## config.mk

```make
export PLATFORM = sky130hd
export DESIGN_NAME = fifo_push_arbiter
export DESIGN_NICKNAME = d
export VERILOG_FILES = /design/src/rtl/fifo_push_arbiter.sv
export SDC_FILE = /design/constraint.sdc
export NUM_CORES = 1
export LEC_CHECK = 0
export CORE_MARGIN = 8
export CORE_UTILIZATION = 56
export DETAILED_ROUTE_END_ITERATION = 10
export DONT_BUFFER_PORTS = 1
export GPL_ROUTABILITY_DRIVEN = 0
export PLACE_DENSITY = 0.83
export REMOVE_ABC_BUFFERS = 1
export SLEW_MARGIN = 10
export SYNTH_ARGS = -nofsm -noshare
export SYNTH_HDL_FRONTEND = slang
export SYNTH_SLANG_ARGS = --single-unit
```

## constraint.sdc

```tcl
create_clock -name wclk -period 2.4 [get_ports wclk]
set_clock_uncertainty 0.05 [all_clocks]
set_input_delay 0.48 -clock wclk [delete_from_list [all_inputs] [get_ports wclk]]
set_output_delay 0.48 -clock wclk [all_outputs]
set_load 0.02 [all_outputs]
```

## src/rtl/fifo_push_arbiter.sv

```systemverilog
// Round-robin scheduler for the single push port of the 2-entry async FIFO.
// Accepts only when full is low and the post-push gap has expired.
module fifo_push_arbiter #(
  parameter int NUM_REQ  = 4,
  parameter int DATA_W   = 8,
  parameter int PUSH_GAP = 1,
  parameter int CNT_W    = 16
) (
  input  logic                        wclk,
  input  logic                        reset_w_n,
  input  logic [NUM_REQ-1:0]          req_valid,
  input  logic [NUM_REQ*DATA_W-1:0]   req_data,
  output logic [NUM_REQ-1:0]          req_ready,
  input  logic                        full,
  output logic                        push,
  output logic [DATA_W-1:0]           push_data,
  output logic [$clog2(NUM_REQ)-1:0]  grant_id,
  output logic                        gap_active,
  output logic [CNT_W-1:0]            push_cnt
);

  localparam int ID_W  = $clog2(NUM_REQ);
  localparam int GAP_W = (PUSH_GAP > 0) ? $clog2(PUSH_GAP + 1) : 1;

  typedef enum logic [1:0] {
    IDLE,
    ACCEPT,
    GAP
  } state_t;

  state_t            state;
  logic [ID_W-1:0]   ptr;
  logic [ID_W-1:0]   winner;
  logic              found;
  logic              accept;
  logic [GAP_W-1:0]  gap_cnt;
  int                idx;

  // Search starts one past the last winner so every requester gets its turn.
  always_comb begin
    winner = '0;
    found  = 1'b0;
    idx    = 0;
    for (int k = 1; k <= NUM_REQ; k++) begin
      idx = (int'(ptr) + k) % NUM_REQ;
      if (!found && req_valid[idx[ID_W-1:0]]) begin
        found  = 1'b1;
        winner = idx[ID_W-1:0];
      end
    end
  end

  // Gated by reset so no strobe escapes while the block is held in reset.
  assign accept = reset_w_n && !full && (gap_cnt == '0) && found;

  always_comb begin
    req_ready = '0;
    if (accept) begin
      req_ready[winner] = 1'b1;
    end
  end

  always_ff @(posedge wclk or negedge reset_w_n) begin
    if (!reset_w_n) begin
      push      <= 1'b0;
      push_data <= '0;
      grant_id  <= '0;
      push_cnt  <= '0;
      ptr       <= ID_W'(NUM_REQ - 1);
      gap_cnt   <= '0;
      state     <= IDLE;
    end else begin
      push <= accept;
      if (accept) begin
        push_data <= req_data[int'(winner)*DATA_W +: DATA_W];
        grant_id  <= winner;
        ptr       <= winner;
        push_cnt  <= push_cnt + CNT_W'(1);
        gap_cnt   <= GAP_W'(PUSH_GAP);
        state     <= (PUSH_GAP > 0) ? GAP : ACCEPT;
      end else if (gap_cnt != '0) begin
        gap_cnt <= gap_cnt - GAP_W'(1);
        state   <= (gap_cnt == GAP_W'(1)) ? IDLE : GAP;
      end else begin
        state <= IDLE;
      end
    end
  end

  // GAP is entered and left in lockstep with the gap counter being nonzero.
  assign gap_active = (state == GAP);

  push_after_not_full: assert property (
    @(posedge wclk) disable iff (!reset_w_n) push |-> $past(!full)
  );

endmodule

```

Yosys cells after proc, flatten, opt, wreduce, memory -nomap -nowiden

Index checks and enable logic that the tools add are counted.

Register bits: 32
Input port bits: 39
Output and inout port bits: 32
Logic and storage cells: 55

Add/sub/neg operators: 6
$lt $le $gt $ge: 6
Eq/ne operators: 1
Shift operators: 1
Multiplexer cells: 22
Bitwise gates (word level): 1
Reductions and logical operators: 11

Operators with widths:

| operator                | count |
|---|---|
| $shiftx A32 B6 Y8       | 1 |
| $add A16 B1 Y16 const B | 1 |
| $lt A2 B3 Y1 const B    | 5 |
| $mux W1                 | 11 |
| $mux W2                 | 5 |
| $bmux W1 S2             | 4 |
| $logic_and A1 B1 Y1     | 7 |
| $add A2 B1 Y2 const B   | 2 |
| $add A2 B2 Y2 const B   | 2 |
| $logic_not A1 Y1        | 4 |
| $mux W4                 | 1 |
| $demux W1 S2            | 1 |
| $eq A2 B2 Y1 const B    | 1 |
| $ge A2 B1 Y1 const B    | 1 |
| $not A1 Y1              | 1 |
| $sub A1 B1 Y1 const B   | 1 |

Logic depth before layout (Yosys ltp)

Gate-level depths: netlist of the first run.

Word-level depth: 18
Mapped depth: 7

Worst setup path after synthesis of the first run

No wires, ideal clock.

Kind: input-to-output
From: input full
To: output req_ready[3]
Arrival time: 1.559 ns
Required time: 1.870 ns
Setup slack: 0.311 ns
Stages: 6
Buffers on the path: 1
Path through: nor3b_1 > nand2_4 > inv_2 > buf_6 > nand2_1 > nor2b_1

Word-level cells in the longest chain between the ends: 5

RTL lines:

| item                              | line | RTL |
|---|---|---|
| start: declaration                | 14   | `input logic full,` |
| $logic_not A1 Y1                  | 54   | `assign accept = reset_w_n && !full && (gap_cnt == '0) && found;` |
| $logic_and A1 B1 Y1 (3 in series) | 54   |  |
| via accept                        | 35   | `logic accept;` |
| $mux W4                           | 58   | `if (accept) begin` |
| end: declaration                  | 13   | `output logic [NUM_REQ-1:0] req_ready,` |

The timed path passes the listed nets, and every way through them passes these cells.

==> results of run 1 <==
[what timing repair did]
action,4_1_cts,5_1_grt
hold buffers,2,0
setup buffers,0,0
hold endpoints to repair,29,0
resized for setup,0,1
setup endpoints to repair,0,4
[per-layer routing]
layer	up-vias	share of wire	wire length, um	GRT usage
met4	0	0.021	83	0.0501
met2	44	0.54	2120	0.285
met3	8	0.068	271	0.0730
li1	574	-	-	-
met1	605	0.38	1490	0.162
met5	-	0	0	0
[critical path: stages (launching register included)]
cell and delay [ns]:
dfrtp_1 0.39, nor3b_1 0.32, nand2_4 0.09, clkinv_2 0.18, nand2b_1 0.16, nor2b_1 0.15, buf_4 0.15
[sequential cells by signal (all words and copies together), names as in the netlist]
name	flops
push_cnt	16
push_data	8
grant_id	2
ptr	2
state	1
[stage by stage]
step	cell area, um^2	power, mW	setup TNS [ns]	utilization	worst slack (ns)
detailed placement	1660	1.21	0	0.608	0.261
CTS	1740	1.50	0	0.638	0.0627
floorplan	1540	1.09	-0.00838	-	-0.00838
global route	1750	1.57	0	0.638	0.0118
global placement	1660	1.19	0	0.608	0.281
finish	1750	1.48	0	0.638	0.120
[Yosys cell counts]
cell,count,share of area
dfstp_2,2,0.033
a21oi_1,1,0.0031
dfrtp_1,27,0.42
o221ai_2,1,0.0094
a21o_1,1,0.0047
nand4_1,5,0.020
xor2_1,1,0.0055
a31oi_4,1,0.013
buf_6,2,0.014
nand3b_1,1,0.0047
mux2i_1,9,0.056
inv_1,1,0.0023
xnor2_1,14,0.077
and3_1,3,0.012
nand2b_1,4,0.016
or4_4,1,0.0070
nand2_4,1,0.0070
nor3_1,2,0.0063
nand3_1,20,0.063
mux2_2,8,0.056
nand2_1,22,0.052
nor2b_1,3,0.012
nor3b_1,1,0.0047
and3_4,1,0.0070
ha_1,1,0.0078
o211ai_1,8,0.038
buf_2,4,0.013
nor2_1,10,0.023
inv_2,1,0.0023
buf_4,2,0.0094
[power by group through the flow]
stage               Clock (mW)  Combinational, mW  Sequential [mW]
finish                   0.272              0.350            0.862
global route             0.301              0.394            0.878
CTS                      0.280              0.354            0.864
detailed placement           0              0.339            0.871
global placement             0              0.323            0.865
floorplan                    0              0.260            0.831
[worst max-delay path by stage]
| stage | cells past startpoint | start | to | slack, ns |
|---|---|---|---|---|
| after detailed placement | 6 | req_valid[1] | req_ready[0] | 0.26 |
| final | 6 | state[1] | req_ready[1] | 0.12 |
| after global placement | 6 | req_valid[1] | req_ready[0] | 0.28 |
| after global routing | 6 | state[1] | req_ready[1] | 0.01 |
| after CTS | 6 | state[1] | req_ready[1] | 0.06 |
| after floorplan | 5 | state[1] | req_ready[1] | -0.008 |
[cells by family after synthesis]
| kind of cell | count (synthesis) | synth area share |
|---|---|---|
| AND/OR/NAND/NOR | 74 | 0.233 |
| flip-flops | 29 | 0.455 |
| multiplexers | 17 | 0.113 |
| XOR/XNOR | 15 | 0.0822 |
| AO/OA/AOI/OAI | 12 | 0.0681 |
| buffers and inverters | 10 | 0.0407 |
| adder cells (fa/ha/maj) | 1 | 0.00782 |
[layout make-up]
| type | instances | area [um^2] | share of cell area |
|---|---|---|---|
| Multi-Input combinational cell | 119 | 806 | 0.462 |
| Sequential cell | 29 | 728 | 0.417 |
| Timing Repair Buffer | 13 | 113 | 0.0645 |
| Clock buffer | 6 | 41.3 | 0.0237 |
| Tap cell | 31 | 38.8 | 0.0222 |
| Clock inverter | 2 | 10.0 | 0.00573 |
| Inverter | 2 | 8.76 | 0.00502 |
[layout by cell type (no fill, tap or decap), drive strengths merged, types with 3 or more instances in the layout]
| cell | instances |
|---|---|
| nand2b | 4 |
| o211ai | 8 |
| and3 | 4 |
| mux2 | 8 |
| nor2b | 3 |
| nor2 | 10 |
| clkinv | 3 |
| nand3 | 20 |
| xnor2 | 14 |
| clkbuf | 6 |
| nand4 | 5 |
| nand2 | 23 |
| buf | 12 |
| mux2i | 9 |
| dfrtp | 27 |
==> impl_metrics.yaml, run 1 <==
global_routing:
  grt_antenna_before_repair: 0
  grt_pass1_vias: 1254
  grt_pass1_wl_mm: 6.31
  grt-ovfl-total: 0
  grt_max_degree: 30
  grt_use_total: 0.160
worst_hold_path:
  holdPathStages: 2
  hp-class: "input pin to flop"
  hold_start: "req_data[0]"
  min_to: "push_data[0]"
clock_network:
  cts_tree: "built"
  cts-root-buf: "clkbuf_4"
  cts-htree-levels: 2
  clk_pin_slew_ns: 0.09
  clkLatencyLatePin_ns: 0.32
  cts_buffers: 5
  cts.sinks: 29
  clockBufferDepth: 2
sta:
  worst_pin_slew_ns: 0.361
  clock.fmax_mhz: 439
  slew_headroom: 0.759
  whs_ns: 0.342
  rsz0062_at_grt: "no"
  fin_crit_sh: 0.950
  final_hold_viol_count: 0
  setup_viol: 0
  fin_crit_ns: 2.28
  slew_viol_final: 0
final_layout:
  nets: 210
  drive_gt1_frac: 0.205
  fin_cells: 202
  final.fill_count: 240
  num_antenna_cells: 0
  area_growth_syn_to_layout_pct: 9.15
power:
  pwr_density_cell_nw_per_um2: 850
  combPwrFrac: 0.236
  seqPwrFrac: 0.581
  sw_frac_of_total: 0.406
  power.leakage_nw: 0.746
  peakVddDrop_v: 0.000621
  p_sw_uw: 602
  p_int_uw: 882
  clockPowerShare: 0.183
detailed_routing:
  drc: 0
  routedWlPerCell_um: 19.6
  drt-initial-drc-count: 67
  via_per_inst: 6.09
  dr_total_vias: 1231
  routed_wl_mm: 3.96
  final_antenna_net_count: 0
  first_pass_iters: 4
critical_path:
  worstSetupPathType: "flop to output pin"
  crit_fanout: 17
  cp.required_ns: 1.87
  r2r_end: "push_data[5]"
  worstRegToRegCells: 6
  r2r-start: "ptr[1]"
  reg2reg_slack_ns: 0.41
  endpoint_kind: "output pin"
  cp-start-kind: "flop"
  cp.arrival_ns: 1.75
floorplanning:
  die_x_um: 69.4
  die_h_um: 69.4
  rows: 19
  start_util: 0.585
  io_pins: 71
  die_area_um2: 4820
  core_area_um2: 2730
outcome:
  outcome: "finished clean"
yosys:
  yosys_warnings: 0
  syn_inst: 158
  yosysUniqueCellTypes: 30
  postSynthAreaPerCell_um2: 10.1
  synth-seq-cells: 29
  syn_area_um2: 1600
  seq_area_frac_synth: 0.455
job:
  cap_violations: 0
place:
  hpwl_mm: 2.97
  portBuffers: 0
  dpl.cell_count: 192
(Power assumes the default switching activity.)
==> run 2, diff against run 1 <==
Settings changed: CORE_UTILIZATION 56 to 45, PLACE_DENSITY 0.83 to 0.72.
==> impl_metrics.yaml, run 2 (same netlist as run 1, synthesis figures left out) <==
outcome:
  outcome: "finished clean"
final_layout:
  area_growth_syn_to_layout_pct: 12.7
  layout_commonest_cell: "dfrtp_1"
  final_cell_mix: "dfrtp_1 (27), nand2_1 (22), nand3_1 (20), xnor2_1 (14)"
  num_antenna_cells: 0
  regMostFlops: "push_cnt"
  final_util: 0.536
  largest_reg_flops: 16
  nets: 210
  reg_top3: "push_cnt: 16 flops, push_data: 8 flops"
  drive_gt1_frac: 0.228
clock_network:
  cts-root-buf: "clkbuf_4"
  clkLatencyLatePin_ns: 0.31
  cts_tree: "built"
  clockBufferDepth: 2
  cts-htree-levels: 2
  cts_buffers: 5
  clk_pin_slew_ns: 0.09
  cts.sinks: 29
  cts_setup_buffers: 0
place:
  hpwl_mm: 3.24
  pre_cts_ws_ns: 0.256
  portBuffers: 0
floorplanning:
  die_area_um2: 5720
  io_pins: 71
  core_area_um2: 3360
  rows: 21
  die_h_um: 75.6
  die_x_um: 75.6
  start_util: 0.475
critical_path:
  cpMaxStageDelayCell: "dfstp_2"
  cp-start-kind: "flop"
  reg2reg_slack_ns: 0.49
  cp_cell_sequence: "mux2i_1 > o221ai_4 > nor2b_1 > buf_4"
  crit_family: "flip-flops"
  cpPeakStageDelay_ns: 0.60
  cp.required_ns: 1.87
  worstSetupPathType: "flop to output pin"
  crit_fanout: 7
  worstRegToRegCells: 6
  crit_start: "ptr[1]"
  cp.arrival_ns: 1.77
  r2r-start: "ptr[1]"
  critPathBufInv: 1
  endpoint_kind: "output pin"
  crit_cells: 4
  r2r_end: "push_data[4]"
sta:
  timing.final.ws_setup_ns: 0.101
  slew_viol_final: 0
  rsz0062_at_grt: "no"
  fin_crit_ns: 2.30
  final_hold_viol_count: 0
  whs_ns: 0.347
  tns_ns: 0
  clock.fmax_mhz: 435
  worst_pin_slew_ns: 0.379
  fin_crit_sh: 0.958
  slew_headroom: 0.748
  setup_viol: 0
global_routing:
  grt_antenna_before_repair: 0
  grt-ovfl-total: 0
  grt_pass1_vias: 1300
  grt_use_total: 0.151
  grt_max_degree: 30
  grt_pass1_wl_mm: 6.47
power:
  peakVddDrop_v: 0.000452
  seqPwrFrac: 0.574
  sw_frac_of_total: 0.408
  p_sw_uw: 617
  clockPowerShare: 0.182
  combPwrFrac: 0.244
  power.leakage_nw: 0.760
  total_power_mw: 1.51
  pwr_density_cell_nw_per_um2: 839
  p_int_uw: 894
detailed_routing:
  drt-initial-drc-count: 78
  final_antenna_net_count: 0
  via_per_inst: 5.71
  routed_wl_mm: 4.20
  routedWlPerCell_um: 19.4
  first_pass_iters: 4
  drc: 0
  dr_total_vias: 1239
worst_hold_path:
  hp-class: "input pin to flop"
  min_to: "state[1]"
  holdPathStages: 3
  hold_start: "full"
job:
  cap_violations: 0
[run 2: worst max path at each step]
stage | slack [ns] | to
final | 0.10 | req_ready[1]
after detailed placement | 0.26 | req_ready[1]
after global placement | 0.29 | req_ready[1]
after global routing | 0.01 | req_ready[1]
after CTS | 0.08 | req_ready[1]
after floorplan | -0.008 | req_ready[1]
[run 2: routing by layer]
layer	part of all wire	vias up	GRT usage
li1	-	577	-
met1	0.36	610	0.167
met2	0.54	45	0.255
met5	0	-	0
met4	0.013	0	0.0576
met3	0.088	7	0.0579
[run 2: worst register-to-register path: stages (launching register included)]
cell and delay [ns]:
dfstp_2 0.60, nand2b_4 0.14, a21oi_2 0.07, o221ai_4 0.27
buf_4 0.25, mux2_2 0.36, o211ai_1 0.09
[run 2: per-stage QoR]
step                      instance area, um^2  instances
final                                    1800        217
after global routing                     1800        217
after CTS                                1760        217
after detailed placement                 1680        207
after global placement                   1680        207
after floorplan                          1540        150
[run 2: area by class of cell]
cell class                 count  area [um^2]
clock buffer                   6         41.3
tap                           46         57.6
clock inverter                 2         10.0
inverter                       2         7.51
fill                         337         1560
sequential                    29          728
timing repair buffer          13          116
multi-input combinational    119          841
[run 2: power by group through the flow]
stage          registers, mW  logic [mW]  clock network (mW)
5_1_grt                0.886       0.409               0.314
2_1_floorplan          0.831       0.260                   0
6_report               0.868       0.369               0.275
3_5_place_dp           0.877       0.340                   0
3_3_place_gp           0.871       0.323                   0
4_1_cts                0.869       0.358               0.287
[run 2: what timing repair did]
item / CTS / global route
hold buffers: 2 / 0
hold endpoints to repair: 29 / 0
endpoints found under the setup margin: 0 / 2
resized for setup: 0 / 7
